## src/rtl/fetch_stage_pkg.sv

```systemverilog
// Shared fetch-path types and the NOP encoding used to fill an empty IF/ID slot.
package fetch_stage_pkg;
  typedef logic [31:0] addr_t;
  typedef logic [31:0] instr_t;
  typedef logic        bool_t;
  typedef logic        clock_t;

  localparam instr_t NOP_ENCODING = 32'h0000_0013;
endpackage

```

## src/rtl/fetch_stage_if_id_register.sv

```systemverilog
// IF/ID pipeline register: clear wins over load; otherwise it holds its contents.
module if_id_register
  import fetch_stage_pkg::*;
#(
  parameter instr_t NOP_INSTR = NOP_ENCODING
) (
  input  clock_t clk,
  input  bool_t  reset,
  input  bool_t  load,
  input  bool_t  clear,
  input  addr_t  load_pc,
  input  instr_t load_instr,
  output bool_t  valid,
  output addr_t  pc,
  output instr_t instr
);

  // NOTE: sequential state uses non-blocking assignments so every register
  // samples pre-edge values, independent of block ordering.
  always_ff @(posedge clk or posedge reset) begin
    if (reset) begin
      valid <= 1'b0;
      pc    <= '0;
      instr <= NOP_INSTR;
    end else if (clear) begin
      valid <= 1'b0;
      instr <= NOP_INSTR;
    end else if (load) begin
      valid <= 1'b1;
      pc    <= load_pc;
      instr <= load_instr;
    end
  end

endmodule

```

## src/rtl/fetch_stage.sv

```systemverilog
// Instruction fetch stage: one outstanding imem request, a one-word skid buffer
// for decode back-pressure, and a drop flag to discard responses killed by a redirect.
module fetch_stage
  import fetch_stage_pkg::*;
#(
  parameter instr_t NOP_INSTR = NOP_ENCODING
) (
  input  clock_t clk,
  input  bool_t  reset,
  input  addr_t  pc,
  input  bool_t  flush,
  input  bool_t  decode_stall,
  output bool_t  imem_req_valid,
  output addr_t  imem_req_addr,
  input  bool_t  imem_req_ready,
  input  bool_t  imem_resp_valid,
  input  instr_t imem_resp_data,
  output bool_t  if_valid,
  output addr_t  if_pc,
  output instr_t if_instr,
  output bool_t  pc_stall
);

  typedef enum logic [1:0] {IDLE, WAIT, HOLD} state_e;

  state_e state, state_next;
  bool_t  drop, drop_next;
  addr_t  req_pc;
  instr_t hold_word;

  bool_t  handshake;
  bool_t  load, clear, capture_hold;
  instr_t load_instr;

  assign imem_req_valid = (state == IDLE);
  assign imem_req_addr  = pc;
  assign handshake      = imem_req_valid && imem_req_ready;
  assign pc_stall       = !handshake;

  // NOTE: every output of this block gets a default first, so no path can
  // leave a signal unassigned and infer a latch.
  always_comb begin
    state_next   = state;
    drop_next    = drop;
    load         = 1'b0;
    capture_hold = 1'b0;
    load_instr   = imem_resp_data;

    unique case (state)
      IDLE: begin
        // A flush racing the handshake means the address just sent is stale.
        drop_next = handshake && flush;
        if (handshake) state_next = WAIT;
      end
      WAIT: begin
        if (imem_resp_valid) begin
          state_next = IDLE;
          drop_next  = 1'b0;
          if (!drop && !flush) begin
            if (!if_valid || !decode_stall) begin
              load = 1'b1;
            end else begin
              capture_hold = 1'b1;
              state_next   = HOLD;
            end
          end
        end else if (flush) begin
          drop_next = 1'b1;
        end
      end
      HOLD: begin
        if (flush) begin
          state_next = IDLE;
        end else if (!decode_stall) begin
          load       = 1'b1;
          load_instr = hold_word;
          state_next = IDLE;
        end
      end
      default: state_next = IDLE;
    endcase
  end

  // Decode consumed the held word and nothing replaces it, or a redirect kills it.
  assign clear = flush || (if_valid && !decode_stall && !load);

  // NOTE: the skid buffer and request address are reset like any other
  // register so no stale word can leak out after reset.
  always_ff @(posedge clk or posedge reset) begin
    if (reset) begin
      state     <= IDLE;
      drop      <= 1'b0;
      req_pc    <= '0;
      hold_word <= NOP_INSTR;
    end else begin
      state <= state_next;
      drop  <= drop_next;
      if (handshake)         req_pc    <= pc;
      if (capture_hold)      hold_word <= imem_resp_data;
      else if (flush)        hold_word <= NOP_INSTR;
    end
  end

  if_id_register #(.NOP_INSTR(NOP_INSTR)) u_if_id (
    .clk        (clk),
    .reset      (reset),
    .load       (load),
    .clear      (clear),
    .load_pc    (req_pc),
    .load_instr (load_instr),
    .valid      (if_valid),
    .pc         (if_pc),
    .instr      (if_instr)
  );

endmodule

```

## config.mk

```make
export PLATFORM = sky130hd
export DESIGN_NAME = fetch_stage
export DESIGN_NICKNAME = d
export VERILOG_FILES = /design/src/rtl/fetch_stage_pkg.sv /design/src/rtl/fetch_stage_if_id_register.sv /design/src/rtl/fetch_stage.sv
export SDC_FILE = /design/constraint.sdc
export NUM_CORES = 1
export LEC_CHECK = 0
export ABC_AREA = 1
export CORE_MARGIN = 4
export CORE_UTILIZATION = 51
export CTS_CLUSTER_SIZE = 12
export DETAILED_ROUTE_END_ITERATION = 16
export PLACE_DENSITY = 0.85
export SETUP_SLACK_MARGIN = 0.15
export SLEW_MARGIN = 20
export SYNTH_ARGS = -nofsm -noshare
export SYNTH_HDL_FRONTEND = slang
export SYNTH_SLANG_ARGS = --single-unit
```

## constraint.sdc

```tcl
create_clock -name clk -period 7.7 [get_ports clk]
set_clock_uncertainty 0.1 [all_clocks]
set_input_delay 0.77 -clock clk [delete_from_list [all_inputs] [get_ports clk]]
set_output_delay 0.77 -clock clk [all_outputs]
set_load 0.1 [all_outputs]
```

Yosys cells after proc, flatten, opt, wreduce, memory -nomap -nowiden
Index checks and enable logic that the tools add are counted.
- register bits: 132
- latch bits: 0
- memory bits (writable): 0
- memory bits (read-only): 0
- word-level logic and storage cells: 63
- memories: 0
- add/sub/neg operators: 0
- multiply operators: 0
- divide/modulo/power cells: 0
- order comparisons: 0
- equal/unequal tests: 6
- shift operators: 0
- muxes and demuxes: 29
- bitwise operators: 1
- reductions and logical operators: 20
- operator list (kind ; number):
    $mux 32 ; 7
    $mux 1 ; 13
    $mux 2 ; 6
    $logic_not 1->1 ; 6
    $ne 3x3->1 const B ; 2
    $pmux 2 s3 ; 1
    $reduce_bool 2->1 ; 3
    $logic_and 1x1->1 ; 5
    $pmux 1 s2 ; 2
    $reduce_and 2->1 ; 2
    $reduce_and 3->1 ; 1
    $eq 2x1->1 const B ; 1
    $eq 2x2->1 const B ; 1
    $logic_not 2->1 ; 1
    $logic_or 1x1->1 ; 2
    $ne 2x1->1 const B ; 1
    $ne 2x2->1 const B ; 1
    $not 1->1 ; 1

Logic depth before layout (Yosys ltp)
Gate-level depths: netlist (run 1).
- word-level depth: 11
- mapped depth: 11
- depth with buffers taken out: 10

Modules after synthesis
A second synthesis (run 1) with hierarchy kept.
- cell total of the unflattened synthesis: 670
- area, all modules: 5953.2 um2
- by module, submodules not included (module ; instances ; cells each ; area an instance (um2)):
    fetch_stage ; 1 ; 388 ; 3408.3
    if_id_register ; 1 ; 282 ; 2544.9

Least setup slack after synthesis (run 1)
Ideal clock, no wire load.
- path kind: reg-to-output
- from: reg state[0]
- to: out pc_stall
- arrival time: 2.099 ns
- slack: 4.731 ns
- cell stages (with the launch flop): 7
- path buffers: 3
- cell sequence: dfrtp_1 inv_1 ha_1 nand2_1 buf_2 buf_2 buf_2
- cells in the longest elaborated chain, start to end: 3
- RTL lines (element ; line ; source):
    from (decl) ; fetch_stage.sv:26 ; state_e state, state_next;
    from (signal assigned) ; fetch_stage.sv:96 ; state <= state_next;
    $logic_not 2->1 ; fetch_stage.sv:35 ; assign imem_req_valid = (state == IDLE);
    via imem_req_valid ; fetch_stage.sv:13 ; output bool_t imem_req_valid,
    $logic_and 1x1->1 ; fetch_stage.sv:37 ; assign handshake = imem_req_valid && imem_req_ready;
    $logic_not 1->1 ; fetch_stage.sv:38 ; assign pc_stall = !handshake;
    to (decl) ; fetch_stage.sv:21 ; output bool_t pc_stall
The timed path passes the listed nets, and every way through them passes these cells.

Worst setup path after layout (run 1)
- from: in imem_req_ready
- to: out pc_stall
- cells in the longest elaborated chain, start to end: 2
- RTL lines (element ; line ; source):
    from (decl) ; fetch_stage.sv:15 ; input bool_t imem_req_ready,
    $logic_and 1x1->1 ; fetch_stage.sv:37 ;
    $logic_not 1->1 ; fetch_stage.sv:38 ;
No other way between the ends.

==> results of run 1 <==
layout make-up:
type / instances / share of cell area [%]
clock buffer: 19 / 5.73
inverter: 89 / 4.26
timing repair buffer: 173 / 21.8
tap: 140 / 2.22
multi-input combinational: 358 / 22.4
sequential: 132 / 41.9
clock inverter: 13 / 1.69
routing by layer:
layer  GRT usage [%]  share of wire [%]  up-vias
li1                -                  -     2261
met1            26.3                 39     2261
met2            36.3                 50      161
met3            7.68                8.6       28
met4            8.69                2.0        0
met5               0                  0        -
logic make-up (layout without fill, tap and decap cells):
| group | Yosys count | in the layout | synth area share, % |
|---|---|---|---|
| AO/OA/AOI/OAI | 99 | 99 | 9.30 |
| adder cells (fa/ha/maj) | 3 | 3 | 0.646 |
| buffers and inverters | 155 | 294 | 12.9 |
| flip-flops | 132 | 132 | 57.0 |
| multiplexers | 18 | 18 | 3.49 |
| AND/OR/NAND/NOR | 238 | 238 | 16.7 |
registers in the layout (all words and copies together), names as in the netlist:
register	flops
hold_word	32
u_if_id.valid	1
state	2
u_if_id.instr	32
req_pc	32
drop	1
u_if_id.pc	32
worst min path at each step:
stage                     endpoint  depth (start not counted)
global route        u_if_id.pc[18]                          2
detailed placement  u_if_id.pc[29]                          2
CTS                 u_if_id.pc[15]                          2
floorplan           u_if_id.pc[14]                          2
global placement    u_if_id.pc[31]                          2
finish              u_if_id.pc[15]                          2
worst max-delay path, delay by kind of cell:
family        cells  cell delay [ns]
simple gates      1             0.08
buf+inv           3             2.10
through the flow:
stage	power, W	instances	worst slack, ns	utilization [%]	hold slack [ns]
5_1_grt	0.00348	924	3.78	72.0	0.387
3_5_place_dp	0.00256	892	3.74	66.5	0.356
4_1_cts	0.00336	924	3.85	71.9	0.363
6_report	0.00334	924	3.84	72.0	0.365
2_1_floorplan	0.00220	645	3.31	-	0.336
3_3_place_gp	0.00253	892	3.87	66.5	0.343
placed cells by master (no fill, tap or decap), types with 2 or more instances in the layout:
master and instances:
nand2_1 170, clkdlybuf4s50_1 168, inv_2 2, clkbuf_8 2, inv_1 86, nor2_1 24
buf_4 4, clkinv_2 4, a21oi_1 20, ha_1 3, dfrtp_1 126, o21ai_1 14
bufinv_16 2, clkinvlp_4 6, nand2_2 6, o22ai_1 29, o21ai_0 33, nand3_1 34
mux2_2 18, clkbuf_16 17, dfstp_2 6
report_power, final:
part           internal, W  switching [W]
Sequential        0.000892       0.000102
Clock             0.000491       0.000297
Combinational     0.000379        0.00118
Total              0.00176        0.00158
==> impl_metrics.yaml, run 1 <==
clocking:
  cts_made_buffers: 17
  cts-root-buf: "clkbuf_16"
  clk_pin_slew_ns: 0.06
  cts-resized-gates: 0
  htree_levels: 4
  postCtsHoldBufs: 0
  clk_latency_ns: 0.41
  cts_tree: "built"
  cts_buffer_depth: 2
  cts.sinks: 132
  cts_setup_buffers: 0
logic_synthesis:
  synth_edf_count: 0
  yosys.area.top_type: "dfrtp_1"
  syn_area_per_cell_um2: 9.01
  synth_area_leaders: "dfrtp_1 54%, nand2_1 11%, inv_1 5.6%, buf_4 4.5%, mux2_2 3.5%"
  yosys.cell_types.count: 23
  syn_nets: 718
  synth_top_area_share_pct: 54.3
  synth_common_cells: "172 x nand2_1, 126 x dfrtp_1, 87 x inv_1, 35 x buf_4, 34 x nand3_1"
  ys_seq_area_share_pct: 57.0
  synth_seq_cells: 132
  yosysMostFrequentCell: "nand2_1"
  synthArstFlopShare_pct: 100
  synth_warnings: 0
  netlist_instances: 645
  mappedNetlistArea_mm2: 0.00581
  ys_dominant_reg_cell: "dfrtp_1"
sta:
  final_max_slew_viol_count: 0
  tightest_slew_ns: 1.04
  hold_violations: 0
  rsz0062_at_grt: "no"
  setup_violations: 0
  fin_setup_tns_ns: 0
  min_period_ns: 3.86
  slew_headroom_pct: 30.3
  fin_crit_sh_pct: 50.2
  fmax_ghz: 0.259
cells_and_area:
  antenna_cells: 0
  num-fill-cells: 828
  nets: 844
  regArea_mm2: 0.00331
  area_delta_synth_final_pct: 36.0
  multi_input_area_mm2: 0.00177
  drive_above_1_share_pct: 9.69
  finalInstanceArea_mm2: 0.00791
critical_path:
  endpoint: "pc_stall"
  cp_cell_sequence: "clkdlybuf4s50_1, nand2_2, buf_4, clkdlybuf4s50_1"
  crit_path_top_delay_cell: "clkdlybuf4s50_1"
  r2r_start: "state[1]"
  crit_path_max_fanout: 47
  reg2reg_slack_ns: 4.94
  worstPathArrival_ns: 2.99
  critical_path_class: "in2out"
  cp_common_cell: "clkdlybuf4s50_1"
  worstPathRequired_ns: 6.83
  cp_slowest_stage_delay_ns: 1.24
  crit_path_start_kind: "input pin"
  end_kind: "output port"
  startpoint: "imem_req_ready"
  reg2regPathDepth: 7
  worstReg2RegEnd: "hold_word[16]"
floorplan:
  die_h_um: 115
  rows: 38
  core-area_mm2: 0.0110
  die-width_um: 115
  initial_core_util_pct: 52.9
  ios: 169
  die_area_mm2: 0.0132
global_routing:
  grt_overflow_total: 0
  first_global_vias: 4926
  grt_usage_pct: 21.9
  antenna_found_initial: 0
  grt_start_max_net_pins: 87
  grt_first_pass_wirelength_mm: 22.9
drt:
  drtPass1Iterations: 4
  drc_errors: 0
  wire_per_inst_um: 15.2
  routed_wl_mm: 14.0
  drtIter0Drc: 248
  vias_per_cell: 5.10
  antenna_left: 0
  num_vias: 4711
run_status:
  status: "completed"
placed_design:
  gp_congestion: 0.818
  place_hpwl_mm: 9.33
  numPortBuffers: 168
  dpl-instance-area_mm2: 0.00730
power:
  leakage_nw: 3.87
  p_per_area_mw_per_mm2: 423
  peakVddDrop_mv: 0.294
job:
  max_cap_violations: 0
min_path:
  hp-class: "reg2reg"
  min-delay-start: "req_pc[15]"
Note: power is estimated with default switching activity, not from simulation.
==> inputs of run 2 (changes only) <==
--- a/config.mk
+++ b/config.mk
@@ -7,10 +7,10 @@
 export LEC_CHECK = 0
 export ABC_AREA = 1
 export CORE_MARGIN = 4
-export CORE_UTILIZATION = 51
+export CORE_UTILIZATION = 43
 export CTS_CLUSTER_SIZE = 12
 export DETAILED_ROUTE_END_ITERATION = 16
-export PLACE_DENSITY = 0.85
+export PLACE_DENSITY = 0.76
 export SETUP_SLACK_MARGIN = 0.15
 export SLEW_MARGIN = 20
 export SYNTH_ARGS = -nofsm -noshare
==> constraint.sdc (replaced) <==
create_clock -name clk -period 3.2 [get_ports clk]
set_clock_uncertainty 0.1 [all_clocks]
set_input_delay 0.32 -clock clk [delete_from_list [all_inputs] [get_ports clk]]
set_output_delay 0.32 -clock clk [all_outputs]
set_load 0.1 [all_outputs]
==> impl_metrics.yaml, run 2 (synthesis gave the netlist of run 1 again) <==
critical_path:
  cp_top_family: "buffers and inverters"
  crit_path_top_delay_cell: "clkdlybuf4s50_1"
  worstPathRequired_ns: 2.78
  critical_path_class: "reg2out"
  cp_slowest_stage_delay_ns: 1.15
  crit_path_start_kind: "flip-flop"
  end_kind: "output port"
  crit_path_max_fanout: 2
  cp_cell_sequence: "clkdlybuf4s50_1"
  critPathBufInv: 1
  worstPathArrival_ns: 1.95
placed_design:
  numPortBuffers: 168
  place_hpwl_mm: 9.73
  pre_cts_ws_ns: 0.843
  gp_congestion: 0.775
  place_inst: 933
job:
  max_cap_violations: 0
clocking:
  htree_levels: 4
  cts-root-buf: "clkbuf_16"
  cts_made_buffers: 17
  clk_latency_ns: 0.41
  cts_tree: "built"
  postCtsHoldBufs: 0
  cts-resized-gates: 0
  clk_pin_slew_ns: 0.06
  cts_buffer_depth: 2
  cts_setup_buffers: 0
  cts.sinks: 132
sta:
  setup_ws_ns: 0.831
  fmax_ghz: 0.422
  tightest_slew_ns: 0.982
  setup_violations: 0
  rsz0062_at_grt: "no"
  min_period_ns: 2.37
  hold_violations: 0
  final_max_slew_viol_count: 0
  slew_headroom_pct: 34.3
  fin_crit_sh_pct: 74.0
  fin_setup_tns_ns: 0
global_routing:
  grt_overflow_total: 0
  first_global_vias: 4737
  grt_usage_pct: 18.2
  grt_first_pass_wirelength_mm: 22.8
  grt_start_max_net_pins: 65
  antenna_found_initial: 0
cells_and_area:
  num-fill-cells: 1132
  area_delta_synth_final_pct: 36.1
  regArea_mm2: 0.00331
  nets: 849
  layout_commonest_cell: "nand2_1"
  final_cell_mix: "171 x nand2_1, 126 x dfrtp_1, 126 x clkdlybuf4s50_1"
  antenna_cells: 0
  multi_input_area_mm2: 0.00176
  final_cells: 962
  drive_above_1_share_pct: 14.5
min_path:
  hp-class: "in2async"
power:
  p_per_area_mw_per_mm2: 1020
  leakage_nw: 3.96
  peakVddDrop_mv: 0.725
floorplan:
  ios: 169
  die_h_um: 124
  die-width_um: 124
  die_area_mm2: 0.0154
  core-area_mm2: 0.0132
  initial_core_util_pct: 43.9
  rows: 42
drt:
  wire_per_inst_um: 14.4
  num_vias: 4615
  drtIter0Drc: 276
  routed_wl_mm: 13.8
  antenna_left: 0
  drtPass1Iterations: 4
  vias_per_cell: 4.80
  drc_errors: 0
run_status:
  status: "completed"
## run 2: cell types whose count changed in the layout (fill, tap and decap cells not counted), moves of 5 or more
cell,delta
buf_12,+5
buf_4,+43
clkdlybuf4s50_1,-42
clkbuf_1,+5
clkinvlp_4,-5
## run 2: power breakdown
group	switching, W	total, W	leakage [nW]	internal (W)
registers	0.000256	0.00240	1.69	0.00215
clock network	0.000650	0.00188	0.277	0.00123
logic	0.00284	0.00375	1.99	0.000918
## run 2: final timing paths
kind / endpoint / slack [ns] / start / cells past startpoint
max in group asynchronous: u_if_id.instr[1] / 1.91 / reset / 3
worst min-delay path: u_if_id.instr[9] / 0.32 / reset / 2
worst max register to register: u_if_id.instr[6] / 1.11 / state[1] / 10
min in group clk: u_if_id.pc[28] / 0.36 / req_pc[28] / 2
worst max-delay path: if_pc[17] / 0.83 / u_if_id.pc[17] / 1
worst min register to register: u_if_id.pc[28] / 0.36 / req_pc[28] / 2
## run 2: stage by stage
step,instance area [µm²],power [W],hold slack (ns),util [%]
6_report,7910,0.00803,0.324,59.7
2_1_floorplan,5820,0.00529,0.283,-
5_1_grt,7910,0.00841,0.386,59.7
4_1_cts,7910,0.00812,0.340,59.7
3_3_place_gp,7350,0.00612,0.345,55.5
3_5_place_dp,7350,0.00621,0.349,55.5
## run 2: per-layer routing
layer / GRT usage (%) / vias to the layer above / wire length, µm
met5: 0 / - / 0
met4: 6.06 / 0 / 182
met3: 6.17 / 15 / 867
met2: 31.1 / 129 / 7070
met1: 21.6 / 2213 / 5700
li1: - / 2258 / -
## run 2: area by class of cell
class	instances	share of cell area (%)
Tap cell	176	2.78
Sequential cell	132	41.9
Clock inverter	6	1.33
Multi-Input combinational cell	358	22.3
Clock buffer	23	5.79
Timing Repair Buffer	178	21.7
Inverter	89	4.27
==> inputs of run 3 (changes only) <==
==> constraint.sdc (replaced) <==
create_clock -name clk -period 2 [get_ports clk]
set_clock_uncertainty 0.1 [all_clocks]
set_input_delay 0.2 -clock clk [delete_from_list [all_inputs] [get_ports clk]]
set_output_delay 0.2 -clock clk [all_outputs]
set_load 0.1 [all_outputs]
==> impl_metrics.yaml, run 3 (synthesis gave the netlist of run 1 again) <==
power:
  p_per_area_mw_per_mm2: 1550
  leakage_nw: 4.31
  peakVddDrop_mv: 0.925
min_path:
  hp-class: "in2async"
job:
  max_cap_violations: 0
clocking:
  htree_levels: 4
  clk_pin_slew_ns: 0.05
  cts_buffer_depth: 2
  postCtsHoldBufs: 0
  clk_latency_ns: 0.41
  cts_tree: "built"
  cts_made_buffers: 17
  cts.sinks: 132
  cts-root-buf: "clkbuf_16"
global_routing:
  grt_usage_pct: 19.5
  grt_overflow_total: 0
  first_global_vias: 4823
  grt_first_pass_wirelength_mm: 24.4
  gr-usage-met3_pct: 6.39
  gr-max-usage-layer: "met2"
  gr-usage-met2_pct: 33.1
  grt_start_max_net_pins: 69
  globalRouteMet1Util_pct: 23.6
  antenna_found_initial: 0
critical_path:
  critical_path_class: "reg2out"
  end_kind: "output port"
  crit_path_start_kind: "flip-flop"
  worstPathRequired_ns: 1.70
  crit_path_max_fanout: 12
  worstPathArrival_ns: 1.51
cells_and_area:
  final_cell_mix: "171 x nand2_1, 126 x dfrtp_1, 84 x inv_1"
  num-fill-cells: 1094
  antenna_cells: 0
  finalInstanceArea_mm2: 0.00837
  nets: 856
  layout_commonest_cell: "nand2_1"
  area_delta_synth_final_pct: 44.0
  drive_above_1_share_pct: 23.7
sta:
  final_max_slew_viol_count: 0
  setup_ws_ns: 0.192
  fmax_ghz: 0.553
  slew_headroom_pct: 75.4
  tightest_slew_ns: 0.370
  rsz0062_at_grt: "yes"
  fin_crit_sh_pct: 90.4
  min_period_ns: 1.81
  setup_violations: 0
  hold_violations: 0
  fin_setup_tns_ns: 0
drt:
  antenna_left: 0
  routed_wl_mm: 14.5
  wire_per_inst_um: 14.9
  vias_per_cell: 4.82
  num_vias: 4674
  drtIter0Drc: 289
  drtPass1Iterations: 4
  drc_errors: 0
run_status:
  status: "completed"
floorplan:
  die-width_um: 124
  die_area_mm2: 0.0154
  rows: 42
  ios: 169
  die_h_um: 124
  core-area_mm2: 0.0132
  initial_core_util_pct: 43.9
placed_design:
  numPortBuffers: 168
  place_hpwl_mm: 10.1
  pre_cts_ws_ns: 0.119
  gp_congestion: 0.809
  dpl-instance-area_mm2: 0.00774
-- run 3: cell count changes in the layout (fill, tap and decap cells not counted), sizes merged --
cell	delta
buf	+62
clkinvlp	+3
clkinv	+4
clkdlybuf4s50	-57
clkbuf	-4
bufbuf	+2
bufinv	-2
-- run 3: critical path, stage by stage (launching register included) --
cell     delay (ns)
dfrtp_1        0.41
inv_2          0.09
ha_4           0.18
nand2_4        0.08
buf_12         0.16
buf_12         0.16
-- run 3: path summary, 6_finish.rpt --
check	from	to	slack, ns	cells past startpoint
worst max-delay path	state[0]	pc_stall	0.19	5
worst min-delay path	reset	u_if_id.instr[3]	0.16	3
worst max register to register	state[1]	u_if_id.pc[25]	0.24	10
worst min register to register	req_pc[19]	u_if_id.pc[19]	0.36	2
max in group asynchronous	reset	u_if_id.instr[0]	1.30	3
min in group clk	imem_resp_data[1]	hold_word[1]	0.27	3
-- run 3: final cells by class --
class / instances / area, µm² / share of cell area [%]
Clock buffer: 19 / 453 / 5.41
Multi-Input combinational cell: 358 / 1790 / 21.4
Clock inverter: 11 / 87.6 / 1.05
Tap cell: 176 / 220 / 2.63
Timing Repair Buffer: 185 / 2170 / 26.0
Inverter: 89 / 338 / 4.04
Sequential cell: 132 / 3310 / 39.6
-- run 3: power breakdown --
| group | switching, W | internal (W) | total, W |
|---|---|---|---|
| registers | 0.000391 | 0.00343 | 0.00383 |
| logic | 0.00466 | 0.00167 | 0.00633 |
| clock network | 0.00108 | 0.00174 | 0.00282 |
-- run 3: timing repair --
action | 4_1_cts | 5_1_grt
setup buffers | 0 | 0
resized for setup | 3 | 6
pin swaps | 0 | 0
endpoints found under the setup margin | 24 | 64
cloned | 2 | 0
-- run 3: through the flow --
stage / utilization (%) / cells / total power, W / hold WS (ns)
final: 63.2 / 970 / 0.0130 / 0.157
after global routing: 63.2 / 970 / 0.0136 / 0.184
after CTS: 63.1 / 970 / 0.0131 / 0.169
after detailed placement: 58.5 / 938 / 0.0101 / 0.352
after global placement: 58.5 / 938 / 0.00992 / 0.346
after floorplan: - / 645 / 0.00851 / 0.163
-- run 3: routing by layer --
metal | vias to the layer above | share of wire, % | routed length, µm
li1 | 2272 | - | -
met1 | 2241 | 40 | 5830
met2 | 145 | 52 | 7510
met3 | 16 | 6.5 | 939
met4 | 0 | 1.2 | 172
met5 | - | 0 | 0
